--- src/rtl/dmem_arbiter.sv ---
// Arbitrates the single data-memory port between the MIPS load/store path and an
// auxiliary requester; CPU has priority, a bounded wait counter keeps aux from starving.
module dmem_arbiter #(
   parameter int unsigned Abits        = 32,
   parameter int unsigned Dbits        = 32,
   parameter int unsigned AUX_WAIT_MAX = 3
) (
   input  logic             clock,
   input  logic             reset,
   input  logic             run,
   output logic             enable,
   input  logic             cpu_rd,
   input  logic             cpu_wr,
   input  logic [Abits-1:0] cpu_addr,
   input  logic [Dbits-1:0] cpu_wdata,
   output logic [Dbits-1:0] cpu_rdata,
   input  logic             aux_req,
   input  logic             aux_wr,
   input  logic [Abits-1:0] aux_addr,
   input  logic [Dbits-1:0] aux_wdata,
   output logic             aux_gnt,
   output logic             aux_rvalid,
   output logic [Dbits-1:0] aux_rdata,
   output logic [Abits-1:0] mem_addr,
   output logic             mem_wr,
   output logic [Dbits-1:0] mem_wdata,
   input  logic [Dbits-1:0] mem_rdata
);

   localparam int unsigned CntW = 4;

   typedef enum logic [1:0] {
      IDLE   = 2'd0,
      CPU_RD = 2'd1,
      AUX_RD = 2'd2
   } state_t;

   state_t          state_q, state_d;
   logic [CntW-1:0] wait_cnt_q, wait_cnt_d;
   logic            cpu_req;
   logic            can_issue;
   logic            wait_full;
   logic            aux_win;
   logic            cpu_win;
   logic            stall;

   // Arbitration: CPU first, unless aux has already waited its full budget.
   assign cpu_req   = run & (cpu_rd | cpu_wr);
   assign can_issue = (state_q != CPU_RD);
   assign wait_full = (wait_cnt_q == CntW'(AUX_WAIT_MAX));
   assign aux_win   = can_issue & aux_req & (~cpu_req | wait_full);
   assign cpu_win   = can_issue & cpu_req & ~aux_win;

   always_ff @(posedge clock or negedge reset) begin
      if (!reset) begin
         state_q    <= IDLE;
         wait_cnt_q <= '0;
      end else begin
         state_q    <= state_d;
         wait_cnt_q <= wait_cnt_d;
      end
   end

   // Next state; cpu_wr dominates cpu_rd so a simultaneous rd/wr is a store.
   always_comb begin
      state_d    = IDLE;
      wait_cnt_d = '0;
      if (aux_win) begin
         if (aux_wr) state_d = IDLE;
         else        state_d = AUX_RD;
      end else if (cpu_win && !cpu_wr) begin
         state_d = CPU_RD;
      end
      if (aux_req && !aux_win) begin
         wait_cnt_d = wait_full ? wait_cnt_q : wait_cnt_q + CntW'(1);
      end
   end

   // Outputs; strobes are forced low while reset is held.
   always_comb begin
      stall      = cpu_req & (aux_win | (cpu_win & ~cpu_wr));
      enable     = reset & run & ~stall;
      aux_gnt    = reset & aux_win;
      aux_rvalid = reset & (state_q == AUX_RD);
      mem_wr     = reset & (aux_win ? aux_wr : (cpu_win & cpu_wr));
      mem_addr   = aux_win ? aux_addr : cpu_addr;
      mem_wdata  = aux_win ? aux_wdata : cpu_wdata;
      cpu_rdata  = mem_rdata;
      aux_rdata  = mem_rdata;
   end

endmodule
--- config.mk ---
export PLATFORM = sky130hd
export DESIGN_NAME = dmem_arbiter
export DESIGN_NICKNAME = d
export VERILOG_FILES = /design/src/rtl/dmem_arbiter.sv
export SDC_FILE = /design/constraint.sdc
export NUM_CORES = 1
export LEC_CHECK = 0
export CORE_AREA = 2 2 116 118
export DETAILED_ROUTE_END_ITERATION = 8
export DIE_AREA = 0 0 118 120
export GPL_TIMING_DRIVEN = 1
export PLACE_DENSITY = 0.54
export SYNTH_ARGS = -nofsm -noshare
export SYNTH_HDL_FRONTEND = slang
export SYNTH_SLANG_ARGS = --single-unit
--- constraint.sdc ---
create_clock -name clock -period 3.64 [get_ports clock]
set_clock_uncertainty 0.1 [all_clocks]
set_input_delay 0.728 -clock clock [delete_from_list [all_inputs] [get_ports clock]]
set_output_delay 0.728 -clock clock [all_outputs]
set_load 0.005 [all_outputs]
### Word-level counts from Yosys, hierarchy flattened

Index checks and enable logic that the tools add are counted.
W data, S select, Z words.

* flip-flop bits (word level): 6
* input port bits: 167
* output and inout bits: 132
* word-level logic and storage cells: 39

* add/sub/neg operators: 1
* equal/unequal tests: 4
* mux-type cells: 8
* bitwise operators: 20
* reductions and logical operators: 4

Operators with widths (number)
* $mux W32: 2
* $and A1 B1 Y1: 13
* $mux W4: 2
* $add A4 B1 Y4 const B: 1
* $eq A4 B2 Y1 const B: 1
* $mux W2: 2
* $not A1 Y1: 4
* $or A1 B1 Y1: 3
* $eq A2 B2 Y1 const B: 1
* $logic_and A1 B1 Y1: 2
* $logic_not A1 Y1: 2
* $mux W1: 2
* $ne A2 B1 Y1 const B: 1
* $ne A2 B2 Y1 const B: 1

### Logic depth before layout (Yosys ltp)

Gate-level depths: netlist of run 1.

* depth after elaboration: 12
* depth in mapped cells: 6
* gate-level depth less buffers: 4

### Worst setup path after synthesis of run 1

Ideal clock, no wire load.

* kind: in2out
* start: input port cpu_rd
* end: output port mem_addr[10]
* arrival time: 1686 ps
* required time: 2812 ps
* slack: 1126 ps
* stages: 5
* buffers on the path: 2
* cells stage by stage: o21ai_0 o211ai_2 buf_6 buf_6 mux2_4

* word-level cells in the longest chain between the ends: 6

RTL lines
* start, declared: RTL line 12 `input logic cpu_rd,`
* $or A1 B1 Y1: RTL line 48 `assign cpu_req = run & (cpu_rd | cpu_wr);`
* $and A1 B1 Y1: RTL line 48
* $not A1 Y1: RTL line 51 `assign aux_win = can_issue & aux_req & (~cpu_req | wait_full);`
* $or A1 B1 Y1: RTL line 51
* $and A1 B1 Y1: RTL line 51
* $mux W32: RTL line 86 `mem_addr = aux_win ? aux_addr : cpu_addr;`
* end, declared: RTL line 24 `output logic [Abits-1:0] mem_addr,`

No other way between the ends.

### Worst setup path after layout of run 1

* start: input port cpu_rd
* end: output port mem_wdata[9]

* word-level cells in the longest chain between the ends: 6

RTL lines
* $or A1 B1 Y1: RTL line 48
* $and A1 B1 Y1: RTL line 48
* $not A1 Y1: RTL line 51
* $or A1 B1 Y1: RTL line 51
* $and A1 B1 Y1: RTL line 51
* $mux W32: RTL line 87 `mem_wdata = aux_win ? aux_wdata : cpu_wdata;`
* end, declared: RTL line 26 `output logic [Dbits-1:0] mem_wdata,`

No other way between the ends.

==> results of run 1 <==
layer usage:
| metal | GRT usage | routed length (um) | up-vias |
|---|---|---|---|
| met5 | 0 | 17 | - |
| met4 | 0.00904 | 10 | 2 |
| met3 | 0.0694 | 1220 | 4 |
| met2 | 0.175 | 3740 | 182 |
| met1 | 0.117 | 3000 | 799 |
| li1 | - | - | 817 |
through the flow:
step                      instance area [um2]  setup WS (ns)  cells
after floorplan                          1770           1.13    169
after global placement                   3540        -0.0333    481
after detailed placement                 3540        -0.0450    481
after CTS                                3700        0.00776    489
after global routing                     3700        0.00660    489
final                                    3700         0.0712    490
synth_stat cells (2+ instances only):
cell type and n:
buf_4 64, mux2_4 40, mux2_2 24, dfrtp_1 6
buf_6 5, nor2_1 3, nor3_1 3, buf_2 2
mux2i_1 2, nand2_1 2, nand2b_1 2, xor2_1 2
cell families (layout without fill, tap and decap cells):
family | Yosys count | in the layout
flip-flops | 6 | 6
adder cells (fa/ha/maj) | 1 | 1
AND/OR/NAND/NOR | 17 | 17
other | 0 | 1
XOR/XNOR | 2 | 2
AO/OA/AOI/OAI | 5 | 5
buffers and inverters | 72 | 216
multiplexers | 66 | 66
state kept, by name, summed over array words and instances, names as in the netlist:
signal / count
wait_cnt_q: 4
state_q: 2
layout make-up:
cell class,instances,share of cell area
Inverter,1,0.00101
Tap cell,176,0.0595
Antenna cell,1,0.000676
Sequential cell,6,0.0405
Timing Repair Buffer,212,0.586
Clock buffer,3,0.0203
Multi-Input combinational cell,91,0.292
worst register-to-register path: cells and delay by family (launching register included):
kind / cells / cell delay, ns
and+or+nand+nor: 2 / 0.48
DFF: 1 / 0.37
buffers and inverters: 2 / 0.35
adders and majority gates: 1 / 0.20
AOI/OAI and AO/OA: 1 / 0.14
repair_timing:
| action | CTS | global route |
|---|---|---|
| gates cloned | 2 | 0 |
| pin swaps | 1 | 1 |
| buffers inserted | 3 | 0 |
| gates resized for setup | 2 | 1 |
| setup endpoints to repair | 3 | 13 |
cell usage in the layout (no fill, tap or decap), drive strengths merged:
cell           Yosys  final
bufbuf             0      1
nor3b              1      1
nor3               3      3
inv                1      1
and2               1      1
o211ai             1      1
nand2              2      2
mux2              64     64
mux2i              2      2
nand2b             2      2
buf               71      9
o2111ai            1      1
ha                 1      1
diode              0      1
nand3b             1      1
nand3              1      1
dfrtp              6      6
nand4              1      1
a211oi             1      1
nor2               3      3
o21ai              1      1
and4               1      1
xor2               2      2
clkbuf             0      3
o211a              1      1
nand4b             1      1
clkdlybuf4s50      0    202
power groups by stage:
stage	Clock (uW)	Combinational, uW	Sequential, uW
after floorplan	0	212	73.0
after global placement	0	453	73.2
after detailed placement	0	455	73.3
after CTS	181	479	72.5
after global routing	183	500	73.2
final	177	470	72.5
worst paths after layout:
path,from,depth (start not counted),endpoint,slack (ns)
hold / removal,wait_cnt_q[1],2,wait_cnt_q[1],0.51
hold reg to reg,wait_cnt_q[1],2,wait_cnt_q[1],0.51
min in group asynchronous,reset,1,wait_cnt_q[0],0.70
max in group asynchronous,reset,1,state_q[1],2.46
setup / recovery,cpu_rd,7,mem_wdata[9],0.07
setup reg to reg,wait_cnt_q[0],6,state_q[1],1.93
==> results.md, run 1 <==
* CP Buf/Inv Count at 4
* TritonRoute pass-1 iters at 4
* Post-synth top area share at 0.339
* Total gr overflow at 0
* Post-DRT Antenna Nets at 0
* Initial Utilization at 0.137
* Slowest cell on crit path: clkdlybuf4s50_1
* Sw Share at 0.224
* Status: completed
* Port Buf Inserts at ~200
* First-pass GRT wire length at between 10,000 and 15,000 um
* Cell mode on critical path: clkdlybuf4s50_1
* Area Growth Syn to Fin at 109%
* Top cell type by total area after synthesis: mux2_4
* Fin nets at approximately 480
* Detailed-route via count at roughly 1,800
* CTS tree: done
* Top cells by area, synth: mux2_4, buf_4, mux2_2
* WL final at between 7000 and 8000 um
* CTS H-tree depth at 1
* Mux cell area share after synthesis at 0.502
* Filler cells at about 1,400
* Count of final hold-check violations at 0
* Cell family with most CP delay: buffers and inverters
* Cell Rows at 42
* CP required at ~2.8 ns
* TritonCTS Sinks at 6
* Fin crit period at about 3.6 ns
* CTS clk-pin slew, worst paths at 0.03 ns
* Slew @ Worst Pin at between 0.3 and 0.4 ns
* CP max stage delay at 0.47 ns
* Sequential power share at 0.101
* Detailed Place HPWL at 6590 um
* Cts hold-fix bufs at 0
* Pwr dens at 194 nW/um2
* Worst VDD drop at 250 uV
* Internal at roughly 560 uW
* Slew headroom at 0.734
* Post-synth ARST share at 1.00
* Initial antenna violation count at 2
* EDFF count, synth at 0
* Setup crit start kind: input pin
* Final slew viol count at 0
* Setup violations, final at 0
* RSZ-0062 raised after global routing: no
* Setup Crit Path Kind: input pin to output port
* Area occupied by multi-input gates at around 1100 um2
* Die Area at between 10,000 and 15,000 um2
* Die H at 120 um
* XOR/XNOR share of the synthesized area at 0.00988
* CP Capture Type: output port
* Synthesized area at 1770 um2
* Final GP Congestion at about 0.74
* Crit path DAT at 2.74 ns
* Register area at approximately 150 um2
* Routed vias/inst at ~3.7
* Top_reg_cell synth: dfrtp_1
* Syn Nets at 337
* Cells after Synth at ~170
* Largest net degree at the start of global routing at 21
* Critical path, cell by cell: clkdlybuf4s50_1 -> o21ai_1 -> o211ai_4 -> buf_6 -> bufbuf_16 -> mux2_4 -> clkdlybuf4s50_1
* Clock share of power at 0.246
* Main combinational cell family by area after synthesis: multiplexers
* Synthesis-stage register bit count at 6
* Drt first-iter violations at 26
* Inserted Clock Buffers at 3
* IO Pins at between 200 and 300
* Max Buffers Root-to-Sink at 2
* # DRC at 0
* Max FO, Critical Path at 13
* Number of global-route vias before repair at between 1,500 and 2,000
* Max-cap violation count at 0
* Synth warnings at 0
* Share of cells above drive strength 1 at 0.252
* Synth cell types at 26
* Fmax at ~0.28 GHz
* Synth Area in Adders at 0.00706
* Syn avg cell area at 10.5 um2
* Worst skew pair latency at between 0.2 and 0.25 ns
* Gate power share at 0.654
* Switch Pwr at 161 uW
* Overall power at around 700 uW
* Drt wl/cell at about 16 um
* Synth Area in Compound Gates at 0.0247
* Worst Hold Margin at between 0.5 and 0.6 ns
* Final TNS setup at 0 ns
* Core Util, Final at 0.285
* Sequential area share after synthesis at 0.0847
* Simple-gate portion of the synthesized area at 0.0607
* Die extent in x at 118 um
* Hold WC Path Type: flop to flop
* Fin crit share at 0.980
* Lkg Pwr at between 0.0015 and 0.002 uW
* Core footprint at roughly 13,000 um2
* Root Driver: clkbuf_16
* Tot GR Track Use at 0.105
(Power assumes the default switching activity.)
==> run 2, diff against run 1 <==
- CORE_AREA: 2 2 116 118 -> 2 2 117 119
- DIE_AREA: 0 0 118 120 -> 0 0 119 121
- PLACE_DENSITY: 0.54 -> 0.53
- clock period: 3.64 -> 3.6 ns (I/O delays scaled with it)
==> results.md, run 2 (synthesis results as in run 1) <==
* Status: completed
* Max Buffers Root-to-Sink at 2 (unchanged)
* Port Buf Inserts at 202 (unchanged)
* IO Pins at 299 (unchanged)
* DP Worst Slack at -0.0225 ns (+0.0226 ns)
* Initial antenna violation count at 0 (-2)
* Worst VDD drop at 186 uV (-26%)
* TritonCTS Sinks at 6 (unchanged)
* Pwr dens at 191 nW/um2 (-1.7%)
* Antenna cell count at 0 (-1)
* Die extent in x at 119 um (+0.85%)
* Setup crit start kind: input pin
* TritonRoute pass-1 iters at 4 (unchanged)
* Max-cap violation count at 0 (unchanged)
* Final GP Congestion at 0.791 (+6.5%)
* Post-DRT Antenna Nets at 0 (unchanged)
* Hold endpoint: wait_cnt_q[0]
* Worst Hold Depth at 2 (unchanged)
* Drt wl/cell at 13.8 um (-15%)
* Detailed-route via count at 1,799 (-0.28%)
* Most frequent cells in the layout: clkdlybuf4s50_1, mux2_4, mux2_2, dlymetal6s2s_1, buf_4
* Cts hold-fix bufs at 0 (unchanged)
* Top reg by flops: wait_cnt_q
* Fin crit period at 3.54 ns
* Number of global-route vias before repair at 1,872 (-0.16%)
* Root Driver: clkbuf_16
* Core footprint at 13,100 um2 (+0.81%)
* Startpoint of the worst hold path: wait_cnt_q[0]
* Core Util, Final at 0.289 (+0.00354)
* Max FFs per register at 4 (unchanged)
* Critical path, cell by cell: clkdlybuf4s50_1 -> o21ai_1 -> buf_4 -> o211ai_4 -> buf_12 -> buf_12 -> mux2_4 -> clkdlybuf4s50_1
* WL final at 6870 um (-14%)
* Fmax at about 0.28 GHz
* Fin crit share at 0.983
* Reg2Reg Launch Point: wait_cnt_q[0]
* Detailed Place HPWL at 6010 um (-8.8%)
* Commonest non-fill, non-tap cell in the layout: clkdlybuf4s50_1
* First-pass GRT wire length at 9940 um (-13%)
* Area Growth Syn to Fin at 113%
* Lkg Pwr at 0.00167 uW (+10%)
* Total gr overflow at 0 (unchanged)
* CP Capture Type: output port
* Slew @ Worst Pin at 0.342 ns (-0.0553 ns)
* Drt first-iter violations at 21 (-19%)
* Routed vias/inst at 3.62 (-1.7%)
* Count of final hold-check violations at 0 (unchanged)
* Top flop regs: wait_cnt_q (4), state_q (2)
* Initial Utilization at 0.135 (-0.00110)
* Post-route setup slack at 0.0617 ns (-0.00954 ns)
* Setup violations, final at 0 (unchanged)
* Hold WC Path Type: flop to flop
* CTS clk-pin slew, worst paths at 0.03 ns (about the same)
* Worst skew pair latency at 0.23 ns (about the same)
* RSZ-0062 raised after global routing: yes
* Fin nets at 491 (+1.7%)
* Worst Hold Margin at 0.524 ns (+0.0113 ns)
* Slowest cell on crit path: clkdlybuf4s50_1
* Final slew viol count at 0 (unchanged)
* Inserted Clock Buffers at 3 (unchanged)
* R2R depth at 5 (-1)
* CTS tree: done
* Crit path DAT at 2.72 ns (-0.02 ns)
* CP max stage delay at 0.49 ns (+0.02 ns)
* Die H at 121 um (+0.83%)
* Largest net degree at the start of global routing at 21 (unchanged)
* # DRC at 0 (unchanged)
* Share of cells above drive strength 1 at 0.271 (+0.0186)
* Filler cells at 1,323 (-5.0%)
* CTS H-tree depth at 1 (unchanged)
* Tot GR Track Use at 0.0866 (-0.0188)
* Setup Crit Path Kind: input pin to output port
* CP required at 2.78 ns (-0.03 ns)
* R2R setup slack at 2.00 ns (+0.07 ns)
* Max FO, Critical Path at 11 (-2)
* RR Endpoint: wait_cnt_q[2]
* Die Area at 14,400 um2 (+1.7%)
* Final TNS setup at 0 ns (unchanged)
* Slew headroom at 0.772 (+0.0375)
* Cell Rows at 42 (unchanged)
## run 2: worst max path at each step
stage               endpoint    from
4_1_cts         mem_addr[29]  cpu_rd
3_5_place_dp     mem_addr[1]  cpu_rd
5_1_grt         mem_addr[21]  cpu_rd
2_1_floorplan   mem_addr[10]  cpu_rd
3_3_place_gp   mem_wdata[29]  cpu_rd
6_report       mem_wdata[11]  cpu_rd
## run 2: per-stage QoR
stage | total power, uW | std cells | cell area [um2]
2_1_floorplan | 288 | 169 | 1770
3_3_place_gp | 545 | 493 | 3640
3_5_place_dp | 546 | 493 | 3640
4_1_cts | 734 | 497 | 3740
5_1_grt | 758 | 497 | 3780
6_report | 722 | 497 | 3780
## run 2: where the power goes
group          internal, uW  leakage, uW  total (uW)  switching (uW)
registers              71.1    0.0000813        73.4            2.35
clock network           142    0.0000370         179            36.1
logic                   351      0.00155         470             119
total                   564      0.00167         722             158
## run 2: area by class of cell
cell class	instances	area, um2	share of cell area
multi-input combinational	91	1080	0.286
tap	176	220	0.0583
inverter	1	3.75	0.000993
sequential	6	150	0.0397
clock buffer	3	75.1	0.0199
timing repair buffer	220	2250	0.595
## run 2: metal layers
| metal | GRT usage | wire [um] | vias up |
|---|---|---|---|
| li1 | - | - | 832 |
| met1 | 0.0919 | 2520 | 776 |
| met5 | 0 | 0 | - |
| met3 | 0.0503 | 977 | 6 |
| met2 | 0.145 | 3260 | 185 |
| met4 | 0.0260 | 108 | 0 |
## run 2: repair_timing
action | CTS | global route
endpoints found under the hold margin | 0 | 0
resized for setup | 1 | 16
setup buffers | 1 | 0
endpoints found under the setup margin | 19 | 60
## run 2: critical path, delay by kind of cell
family / cells / cell delay [ns]
compound gates: 2 / 0.27
buf+inv: 5 / 1.41
mux: 1 / 0.31
